<file path="src/rtl/can_pkg.sv">
// Shared CAN constants and the CRC sequencer state type.
package can_pkg;

  localparam int          CAN_CRC_W        = 15;
  localparam logic [14:0] CAN_CRC_POLY     = 15'h4599;
  localparam int          CAN_MAX_CRC_BITS = 103;

  typedef enum logic [2:0] {
    IDLE,
    ACCUM,
    LOAD,
    SHIFT,
    DONE
  } crc_seq_state_e;

endpackage

</file>
<file path="src/rtl/can_crc15_gen.sv">
// Bit-serial CAN CRC-15 register: cleared on crc_init, advanced one bit per crc_en.
module can_crc15_gen
  import can_pkg::*;
(
  input  logic                 clk,
  input  logic                 rst_n,
  input  logic                 crc_init,
  input  logic                 crc_en,
  input  logic                 data_bit,
  output logic [CAN_CRC_W-1:0] crc_out
);

  logic [CAN_CRC_W-1:0] crc_q;
  logic                 feedback;

  assign feedback = data_bit ^ crc_q[CAN_CRC_W-1];
  assign crc_out  = crc_q;

  always_ff @(posedge clk or negedge rst_n) begin
    if (!rst_n) begin
      crc_q <= '0;
    end else if (crc_init) begin
      crc_q <= '0;
    end else if (crc_en) begin
      crc_q <= {crc_q[CAN_CRC_W-2:0], 1'b0} ^ (feedback ? CAN_CRC_POLY : '0);
    end
  end

endmodule

</file>
<file path="src/rtl/can_crc_seq.sv">
// Frame-level CRC sequencer: feeds covered bits to the CRC-15 generator, then
// serialises (TX) or captures and checks (RX) the 15-bit CRC field.
module can_crc_seq
  import can_pkg::*;
#(
  parameter int CRC_W    = CAN_CRC_W,
  parameter int MAX_BITS = CAN_MAX_CRC_BITS,
  parameter int CNT_W    = 7
) (
  input  logic             clk,
  input  logic             rst_n,
  input  logic             mode_tx,
  input  logic             frame_start,
  input  logic             abort,
  input  logic             bit_strobe,
  input  logic             bit_in,
  input  logic             last_data_bit,
  output logic             busy,
  output logic             crc_bit_out,
  output logic             crc_bit_valid,
  output logic [CRC_W-1:0] crc_value,
  output logic             crc_field_done,
  output logic             crc_ok,
  output logic             crc_err,
  output logic             overrun
);

  crc_seq_state_e   state_q;
  logic             mode_tx_q;
  logic [CNT_W-1:0] bit_cnt_q;
  logic [3:0]       field_cnt_q;
  logic [CRC_W-1:0] tx_shreg_q;
  logic [CRC_W-1:0] rx_shreg_q;
  logic [CRC_W-1:0] rx_field_d;
  logic [CRC_W-1:0] crc_value_q;
  logic             busy_q;
  logic             valid_q;
  logic             done_q;
  logic             ok_q;
  logic             err_q;
  logic             overrun_q;

  logic             crc_init;
  logic             crc_en;
  logic [CRC_W-1:0] gen_crc;

  assign crc_init   = frame_start & ~abort;
  assign crc_en     = (state_q == ACCUM) & bit_strobe;
  assign rx_field_d = {rx_shreg_q[CRC_W-2:0], bit_in};

  can_crc15_gen u_gen (
    .clk      (clk),
    .rst_n    (rst_n),
    .crc_init (crc_init),
    .crc_en   (crc_en),
    .data_bit (bit_in),
    .crc_out  (gen_crc)
  );

  always_ff @(posedge clk or negedge rst_n) begin
    if (!rst_n) begin
      state_q     <= IDLE;
      mode_tx_q   <= 1'b0;
      bit_cnt_q   <= '0;
      field_cnt_q <= '0;
      tx_shreg_q  <= '0;
      rx_shreg_q  <= '0;
      crc_value_q <= '0;
      busy_q      <= 1'b0;
      valid_q     <= 1'b0;
      done_q      <= 1'b0;
      ok_q        <= 1'b0;
      err_q       <= 1'b0;
      overrun_q   <= 1'b0;
    end else begin
      done_q    <= 1'b0;
      ok_q      <= 1'b0;
      err_q     <= 1'b0;
      overrun_q <= 1'b0;
      if (abort) begin
        state_q <= IDLE;
        busy_q  <= 1'b0;
        valid_q <= 1'b0;
      end else if (frame_start) begin
        state_q     <= ACCUM;
        mode_tx_q   <= mode_tx;
        bit_cnt_q   <= '0;
        field_cnt_q <= '0;
        busy_q      <= 1'b1;
        valid_q     <= 1'b0;
      end else begin
        case (state_q)
          ACCUM: begin
            if (bit_strobe) begin
              if (last_data_bit) begin
                state_q   <= LOAD;
                bit_cnt_q <= bit_cnt_q + 1'b1;
              end else if (bit_cnt_q == CNT_W'(MAX_BITS)) begin
                state_q   <= IDLE;
                busy_q    <= 1'b0;
                overrun_q <= 1'b1;
              end else begin
                bit_cnt_q <= bit_cnt_q + 1'b1;
              end
            end
          end
          LOAD: begin
            // Generator output settled on the previous edge; snapshot it.
            crc_value_q <= gen_crc;
            tx_shreg_q  <= gen_crc;
            rx_shreg_q  <= '0;
            field_cnt_q <= '0;
            valid_q     <= mode_tx_q;
            state_q     <= SHIFT;
          end
          SHIFT: begin
            if (bit_strobe) begin
              tx_shreg_q  <= {tx_shreg_q[CRC_W-2:0], 1'b0};
              rx_shreg_q  <= rx_field_d;
              field_cnt_q <= field_cnt_q + 1'b1;
              if (field_cnt_q == 4'(CRC_W - 1)) begin
                state_q <= DONE;
                valid_q <= 1'b0;
                done_q  <= 1'b1;
                // Compare includes the bit arriving with this final strobe.
                if (!mode_tx_q) begin
                  ok_q  <= (rx_field_d == crc_value_q);
                  err_q <= (rx_field_d != crc_value_q);
                end
              end
            end
          end
          DONE: begin
            state_q <= IDLE;
            busy_q  <= 1'b0;
          end
          default: begin
            state_q <= IDLE;
            busy_q  <= 1'b0;
            valid_q <= 1'b0;
          end
        endcase
      end
    end
  end

  assign busy           = busy_q;
  assign crc_bit_out    = tx_shreg_q[CRC_W-1];
  assign crc_bit_valid  = valid_q;
  assign crc_value      = crc_value_q;
  assign crc_field_done = done_q;
  assign crc_ok         = ok_q;
  assign crc_err        = err_q;
  assign overrun        = overrun_q;

endmodule

</file>
<file path="config.mk">
export PLATFORM = sky130hd
export DESIGN_NAME = can_crc_seq
export DESIGN_NICKNAME = d
export VERILOG_FILES = /design/src/rtl/can_pkg.sv /design/src/rtl/can_crc15_gen.sv /design/src/rtl/can_crc_seq.sv
export SDC_FILE = /design/constraint.sdc
export NUM_CORES = 1
export LEC_CHECK = 0
export BUFFER_PORTS_ARGS = -buffer_cell sky130_fd_sc_hd__buf_4
export CAP_MARGIN = 10
export CORE_AREA = 5 5 81 101
export DETAILED_ROUTE_END_ITERATION = 16
export DIE_AREA = 0 0 86 106
export PLACE_DENSITY = 0.79
export SLEW_MARGIN = 20
export SYNTH_ARGS = -nofsm -noshare
export SYNTH_HDL_FRONTEND = slang
export SYNTH_SLANG_ARGS = --single-unit
export TNS_END_PERCENT = 20
</file>
<file path="constraint.sdc">
create_clock -name clk -period 2.3 [get_ports clk]
set_clock_uncertainty 0.05 [all_clocks]
set_input_delay 0.575 -clock clk [delete_from_list [all_inputs] [get_ports clk]]
set_output_delay 0.575 -clock clk [all_outputs]
set_load 0.02 [all_outputs]
</file>
== Word level (Yosys, flattened, before mapping) ==
Cells that the tools add are included.

* Equality and inequality tests: 19
* Reductions and logical operators: 15
* $add $sub $neg: 2
* Multiplexer cells: 57
* Bitwise gates (word level): 6

{| class="wikitable"
|+ Operator list
! cell !! count
|-
| $mux 15 || 4
|-
| $mux 7 || 5
|-
| $mux 1 || 32
|-
| $pmux 15 s2 || 1
|-
| $pmux 14 s2 || 1
|-
| $mux 3 || 7
|-
| $ne 4x4->1 const B || 4
|-
| $reduce_and 4->1 || 4
|-
| $eq 15x15->1 || 1
|-
| $ne 15x15->1 || 1
|-
| $xor 15x15->15 || 1
|-
| $mux 14 || 1
|-
| $pmux 3 s3 || 1
|-
| $reduce_and 3->1 || 3
|-
| $mux 4 || 2
|-
| $pmux 4 s2 || 1
|-
| $reduce_bool 2->1 || 4
|-
| $add 7x1->7 const B || 1
|-
| $eq 7x7->1 const B || 1
|-
| $eq 3x2->1 const B || 2
|-
| $ne 3x1->1 const B || 2
|-
| $ne 3x3->1 const B || 2
|-
| $ne 5x4->1 const B || 1
|-
| $add 4x1->4 const B || 1
|-
| other kinds (13) || 16
|}

* Register bits: 80
* Output and inout bits: 22
* Logic and storage cells: 113
* Input port bits: 8

== Depth between registers and ports, before layout ==
Gate-level depths: netlist of run 1.

* Depth in word-level cells: 7
* Depth in mapped cells: 6
* Mapped depth without buffers: 6

== By module ==
Synthesis of run 1 repeated with hierarchy kept, for this count alone.

* Cell total of the unflattened synthesis: 338
* Area total of the unflattened synthesis: 3788.6 um^2

{| class="wikitable"
|+ By module, submodules not included
! module !! area each (um^2) !! sequential area each (um^2) !! cells an instance !! instances
|-
| can_crc_seq || 3062.9 || 1626.6 || 268 || 1
|-
| can_crc15_gen || 725.7 || 375.4 || 70 || 1
|}

== Worst setup path after synthesis of run 1 ==
OpenSTA, ideal clock, no wires.

* Path kind: input to register
* From: input port frame_start
* To: register crc_value_q[0], in the netlist crc_value[0]
* Stages on the path: 4
* Required time: 2.125 ns
* Data arrival time: 1.743 ns
* Path buffers: 1
* Path slack: 0.382 ns
* Library setup time: 0.125 ns
* Cell sequence: or4b_4 -> nor2_8 -> buf_12 -> mux2_4

* Longest elaborated chain between the ends: 2

{| class="wikitable"
|+ RTL lines
! what !! line !! RTL
|-
| start, declared || can_crc_seq.sv:13 || <nowiki>input logic frame_start,</nowiki>
|-
| $not 1->1 (no source line) || - ||
|-
| $reduce_and 3->1 (no source line) || - ||
|-
| end signal, assigned || can_crc_seq.sv:109 || <nowiki>crc_value_q <= gen_crc;</nowiki>
|-
| end, declared || can_crc_seq.sv:35 || <nowiki>logic [CRC_W-1:0] crc_value_q;</nowiki>
|}

Every way passes these cells.
A chain may end at the register's enable or synchronous reset.

== Final worst setup path of run 1 ==
* From: register state_q[2]
* To: register crc_value_q[4], in the netlist crc_value[4]

* Longest elaborated chain between the ends: 2

{| class="wikitable"
|+ RTL lines
! what !! line !! RTL
|-
| start, declared || can_crc_seq.sv:28 || <nowiki>crc_seq_state_e state_q;</nowiki>
|-
| start signal, assigned || can_crc_seq.sv:62 || <nowiki>state_q <= IDLE;</nowiki>
|-
| start signal, assigned || can_crc_seq.sv:81 || <nowiki>state_q <= IDLE;</nowiki>
|-
| start signal, assigned || can_crc_seq.sv:85 || <nowiki>state_q <= ACCUM;</nowiki>
|-
| $eq 3x2->1 || can_crc_seq.sv:92 || <nowiki>case (state_q)</nowiki>
|-
| $reduce_and 3->1 (no source line) || - ||
|}

Every way passes these cells.

==> results of run 1 <==
how the worst max path moves through the flow:
stage	start	endpoint	slack, ns	depth (start not counted)
after floorplan	frame_start	crc_value[0]$_DFFE_PN0P_	0.38	4
after global placement	frame_start	crc_value[7]$_DFFE_PN0P_	0.19	4
after detailed placement	frame_start	crc_value[6]$_DFFE_PN0P_	0.17	4
after CTS	state_q[2]$_DFFE_PN0P_	crc_value[5]$_DFFE_PN0P_	0.38	3
after global routing	state_q[2]$_DFFE_PN0P_	crc_value[7]$_DFFE_PN0P_	0.30	3
final	state_q[2]$_DFFE_PN0P_	crc_value[4]$_DFFE_PN0P_	0.38	3
logic make-up after synthesis:
group / share of synthesized area, %
xor gates and xnor gates: 5.76
and+or+nand+nor: 15.4
muxes: 10.0
buffers and inverters: 3.29
adders and majority gates: 0.988
AOI/OAI and AO/OA: 11.8
DFF: 52.7
final cells by class:
| type | instances | area share (%) |
|---|---|---|
| Clock inverter | 5 | 2.37 |
| Clock buffer | 11 | 3.23 |
| Multi-Input combinational cell | 234 | 38.2 |
| Inverter | 3 | 0.258 |
| Sequential cell | 80 | 45.8 |
| Tap cell | 92 | 2.63 |
| Timing Repair Buffer | 42 | 7.50 |
registers in the layout, summed over array words and instances (netlist names):
| name | cells |
|---|---|
| tx_shreg_q | 15 |
| mode_tx_q | 1 |
| crc_value | 15 |
| crc_err | 1 |
| crc_bit_valid | 1 |
| crc_ok | 1 |
| crc_field_done | 1 |
| bit_cnt_q | 7 |
| rx_shreg_q | 14 |
| overrun | 1 |
| state_q | 3 |
| busy | 1 |
| field_cnt_q | 4 |
| u_gen.crc_out | 15 |
cell usage in the layout (no fill, tap or decap), types with 2 or more instances in the layout:
cell / Yosys / final
dfrtp_1: 80 / 80
nand2_1: 48 / 48
buf_4: 3 / 41
o21ai_0: 22 / 22
xnor2_1: 19 / 19
mux2i_1: 17 / 17
a22o_1: 16 / 16
a21oi_1: 16 / 16
nor2_1: 12 / 12
nand3_1: 10 / 10
clkbuf_8: 0 / 10
mux2_4: 8 / 8
mux2_2: 8 / 8
nand4_1: 7 / 7
xor2_1: 6 / 6
nor4_1: 5 / 5
inv_1: 3 / 3
nand2b_1: 3 / 3
or3_1: 3 / 3
ha_1: 3 / 3
bufinv_16: 0 / 3
and3_1: 2 / 2
o31ai_1: 2 / 2
o2111ai_1: 2 / 2
nor3b_1: 2 / 2
layer usage:
metal | vias up | share of wire, %
li1 | 1257 | -
met1 | 1339 | 43
met2 | 51 | 52
met3 | 14 | 3.0
met4 | 0 | 1.9
met5 | - | 0
stage by stage:
stage | setup slack (ns) | std cells | total power, mW | cell area [um2]
floorplan | 0.382 | 335 | 1.68 | 3800
global placement | 0.192 | 451 | 1.79 | 4130
detailed placement | 0.172 | 451 | 1.80 | 4130
CTS | 0.385 | 467 | 3.04 | 4370
global route | 0.304 | 467 | 3.13 | 4370
finish | 0.383 | 467 | 3.02 | 4370
where the power goes:
| group | leakage, nW | switching [mW] | internal [mW] | total, mW |
|---|---|---|---|---|
| logic | 0.843 | 0.143 | 0.110 | 0.253 |
| registers | 1.11 | 0.0621 | 1.46 | 1.52 |
| clock network | 0.124 | 0.492 | 0.752 | 1.24 |
| total | 2.07 | 0.698 | 2.32 | 3.02 |
critical path, stage by stage (launching register included):
cell	delay (ns)
dfrtp_1	0.49
or4b_4	0.57
nor2_8	0.30
mux2_2	0.38
==> impl_results.md, run 1 <==
* Status: completed
* Lkg Pwr at 2.07 nW
* WL per Instance at 16.3 um
* Asr flop ratio synth at between 90% and 100%
* Area growth syn-to-layout at 15.1%
* RSZ-0062 raised after global routing: no
* Crit. End Element: register
* Num rows at 35
* Crit path time final at around 1.9 ns
* Detailed placer's ending HPWL at 5320 um
* Final setup violation count at 0
* Area contributors post-synth: dfrtp_1, nand2_1, mux2i_1
* Maxcap violations at 0
* Setup bufs post-CTS at 0
* CP max FO at 17
* Nets at about 380
* Total die area at between 0.009 and 0.01 mm2
* Global-route wire length before repair at between 10000 and 15000 um
* M3 GR Usage at ~2.2%
* R2R cell count at 3
* CTS tree: built
* Syn Area/Cell at approximately 11 um2
* GRT Total Usage at around 18%
* H-tree depth reported by CTS at 3
* Slew headroom at 63.5%
* Setup TNS after final layout at 0 ns
* Antenna diodes at 0
* Reg-to-reg startpoint: state_q[2]$_DFFE_PN0P_
* Clock root cell: clkbuf_8
* Number of synthesized flops with an enable pin at 0
* Largest area contributor in the netlist: dfrtp_1
* Initial DRC count at ~140
* Worst-Skew Late Latency at about 0.34 ns
* WL final at 7630 um
* Via Count at about 2.7k
* Post-synthesis sequential area ratio at between 50% and 60%
* GR Util met2 at between 30% and 40%
* Primary FF master, synth: dfrtp_1
* HP Class: primary input to async pin
* Utilization after layout at 60.5%
* Crit path DAT at roughly 2.1 ns
* Share of cells above drive strength 1 at a little under a quarter
* Number of global-route vias before repair at 2754
* Routed Antenna Nets at 0
* Post-Syn Instances at 335
* Gr ovfl total at 0
* Count leader, synth: dfrtp_1
* Initial antenna violation count at 0
* Reg clk slew, reported paths at 0.08 ns
* # port buffers at 29
* Startpoint types: register
* Syn Nets at between 300 and 400
* Initial Util at between 50% and 60%
* GR Util met1 at 23.6%
* DRC at 0
* Register Area at 0.00200 mm2
* Hold Violations, Final at 0
* GR peak layer: met2
* R2R Path End: crc_value[4]$_DFFE_PN0P_
* Fillers at between 500 and 600
* Yosys reg bits at 80
* Final Max Slew Viols at 0
* Area of the multi-input gates at approximately 0.0017 mm2
* DRT Pass-1 Iters at 4
* Largest net degree at the start of global routing at 45
* Worst VDD drop at about 0.35 mV
* GPL Wtd Cong at about 0.81
* Slew @ Worst Pin at 0.542 ns
* Reg2Reg Setup Slack at between 0.3 and 0.4 ns
* Top cell type's share of synthesized area at between 50% and 60%
* # resized after CTS at 0
* Via/cell ratio at 5.70
* CTS Hold Buffers Added at 0
* Die Wd at 86 um
* Crit Path Category: register to register
* WHS at approximately 0.18 ns
* Num ports at 30
* Yosys Warn Count at 0
* Core area at about 0.0072 mm2
* WP data required at about 2.5 ns
* Fmax at 522 MHz
* Clk sinks at 80
* Die Y at around 110 um
* Fin crit share at a little over four fifths
* Mapped Area at around 0.0038 mm2
* Top cells by count, synth: dfrtp_1, nand2_1, o21ai_0, xnor2_1, mux2i_1
* Power density over the cells at approximately 700 mW/mm2
* Num CTS Buffers at 9
* Max clock buf depth at 2
* Synth cell types at 50
(Power assumes the default switching activity.)
==> run 2: changes to the inputs <==
==> constraint.sdc (replaced) <==
create_clock -name clk -period 1.83 [get_ports clk]
set_clock_uncertainty 0.05 [all_clocks]
set_input_delay 0.4575 -clock clk [delete_from_list [all_inputs] [get_ports clk]]
set_output_delay 0.4575 -clock clk [all_outputs]
set_load 0.02 [all_outputs]
==> impl_results.md, run 2 (synthesized netlist as in run 1, its figures left out) <==
* GPL Wtd Cong at 0.864 (+6.1%)
* CP max FO at 17 (unchanged)
* Crit path DAT at 1.95 ns (-0.14 ns)
* DRT Pass-1 Iters at 4 (unchanged)
* Sw frac at 23.4% (+0.25 points)
* WP data required at 2.06 ns (-0.41 ns)
* Pwr Total at 3.82 mW (+27%)
* Fillers at 558 (-5.1%)
* Crit path time final at 1.72 ns (-0.193 ns)
* Total die area at 0.00912 mm2 (unchanged)
* End of the worst hold path: mode_tx_q$_DFFE_PN0P_
* Global-route wire length before repair at 13700 um (+1.9%)
* Initial DRC count at 142 (+0.71%)
* Startpoint types: register
* Setup TNS after final layout at 0 ns (unchanged)
* Internal power at 2.93 mW (+26%)
* Antenna diodes at 0 (unchanged)
* WHS at 0.302 ns (+0.126 ns)
* Share of cells above drive strength 1 at 23.8% (+1.2 points)
* Via Count at 2706 (+1.7%)
* Worst-Skew Late Latency at 0.35 ns (about the same)
* Clock root cell: clkbuf_8
* Core area at 0.00723 mm2 (unchanged)
* Num ports at 30 (unchanged)
* Routed Antenna Nets at 0 (unchanged)
* PnR worst setup slack at 0.107 ns (-0.277 ns)
* # port buffers at 29 (unchanged)
* Area growth syn-to-layout at 18.4%
* Max incr delay on CP at 0.40 ns (-0.17 ns)
* WL per Instance at 16.9 um (+3.6%)
* R2R cell count at 5 (+2)
* Power density over the cells at 850 mW/mm2 (+23%)
* Final setup violation count at 0 (unchanged)
* Num rows at 35 (unchanged)
* Maxcap violations at 0 (unchanged)
* M3 GR Usage at 4.03% (+1.8 points)
* Detailed placer's ending HPWL at 5640 um (+6.1%)
* Initial antenna violation count at 0 (unchanged)
* Crit. End Element: register
* Hold depth at 2
* WL final at 8030 um (+5.2%)
* Reg2Reg Setup Slack at 0.11 ns (-0.28 ns)
* GR Util met2 at 33.0% (+1.3 points)
* GRT Total Usage at 19.1% (+0.63 points)
* Initial Util at 52.6% (unchanged)
* Combinational power share at 9.0% (+0.6 points)
* Placed insts at 457 (+1.3%)
* Commonest non-fill, non-tap cell in the layout: dfrtp_1
* H-tree depth reported by CTS at 3 (unchanged)
* Final Max Slew Viols at 0 (unchanged)
* GR peak layer: met2
* Max clock buf depth at 2 (unchanged)
* Most frequent cells in the layout: dfrtp_1, nand2_1, buf_4
* Reg-to-reg startpoint: state_q[2]$_DFFE_PN0P_
* Die Y at 106 um (unchanged)
* Largest net degree at the start of global routing at 44 (-2.2%)
* Sw Pwr at 0.894 mW (+28%)
* Utilization after layout at 62.3% (+1.7 points)
* Slowest-stage cell, CP: dfrtp_1
* HP Start: mode_tx
* Fin crit share at 94.2% (+11 points)
* Setup bufs post-CTS at 0 (unchanged)
* Lkg Pwr at 2.13 nW (+2.9%)
* Crit Path Category: register to register
* Worst path cell trace: buf_4 > nand4bb_4 > buf_4 > or3_1 > a21oi_1
* Sequential group share of total power at 49.9% (-0.5 points)
* Die Wd at 86 um (unchanged)
* Placed inst area at 0.00424 mm2 (+2.6%)
* RSZ-0062 raised after global routing: no
* Final Cell Area at 0.00450 mm2 (+2.9%)
* Slew headroom at 61.6% (-2.0 points)
* Worst VDD drop at 0.536 mV (+52%)
* R2R Path End: u_gen.crc_out[14]$_DFFE_PN0P_
* Most numerous cell on the critical path: buf_4
* Place WS at -0.119 ns (-0.291 ns)
* Gr ovfl total at 0 (unchanged)
* CTS tree: built
* Num CTS Buffers at 9 (unchanged)
* Fmax at 580 MHz (+11%)
* Reg clk slew, reported paths at 0.08 ns (about the same)
* Clock Power Share at 41.1% (about the same)
* GR Util met1 at 23.4% (-0.15 points)
* Clk sinks at 80 (unchanged)
* Status: completed
* Number of global-route vias before repair at 2720 (-1.2%)
* DRC at 0 (unchanged)
* Slew @ Worst Pin at 0.575 ns (+0.0331 ns)
* Via/cell ratio at 5.71 (+0.19%)
* Hold Violations, Final at 0 (unchanged)
* Nets at 388 (+1.8%)
* HP Class: primary input to register
* Finished Layout Cells at 474 (+1.5%)
[run 2: critical path: cells and delay by family (launching register included)]
family,cells,cell delay [ns]
AND/OR/NAND/NOR,2,0.65
AO/OA/AOI/OAI,1,0.14
flip-flops,1,0.40
buffers and inverters,2,0.42
[run 2: how the worst max path moves through the flow]
stage                                          to  slack, ns  cells past startpoint                   start
detailed placement       crc_value[7]$_DFFE_PN0P_      -0.12                      5             frame_start
CTS                      bit_cnt_q[1]$_DFFE_PN0P_       0.08                      5  state_q[2]$_DFFE_PN0P_
global placement         crc_value[7]$_DFFE_PN0P_      -0.09                      5             frame_start
finish              u_gen.crc_out[14]$_DFFE_PN0P_       0.11                      5  state_q[2]$_DFFE_PN0P_
floorplan                crc_value[0]$_DFFE_PN0P_       0.03                      4             frame_start
global route        u_gen.crc_out[14]$_DFFE_PN0P_      0.004                      5  state_q[2]$_DFFE_PN0P_
[run 2: cell type report]
| type | count | area, um2 | share of cell area [%] |
|---|---|---|---|
| Inverter | 3 | 11.3 | 0.250 |
| Clock inverter | 5 | 104 | 2.31 |
| Multi-Input combinational cell | 234 | 1680 | 37.3 |
| Clock buffer | 11 | 141 | 3.14 |
| Timing Repair Buffer | 49 | 445 | 9.90 |
| Sequential cell | 80 | 2000 | 44.5 |
| Tap cell | 92 | 115 | 2.56 |
[run 2: routing by layer]
metal  up-vias  part of all wire [%]
li1       1273                     -
met1      1345                    42
met2        69                    53
met3        19                   3.9
met4         0                   1.7
met5         -                     0
[run 2: timing repair]
item,CTS,global route
hold buffers,1,0
resized for setup,0,1
setup endpoints to repair,0,1
hold endpoints to repair,23,0
[run 2: power by group through the flow]
stage	Sequential [mW]	Combinational, mW	Clock (mW)
after floorplan	1.93	0.186	0
after global placement	1.94	0.329	0
after detailed placement	1.94	0.342	0
after CTS	1.91	0.346	1.59
after global routing	1.92	0.384	1.68
final	1.91	0.344	1.57
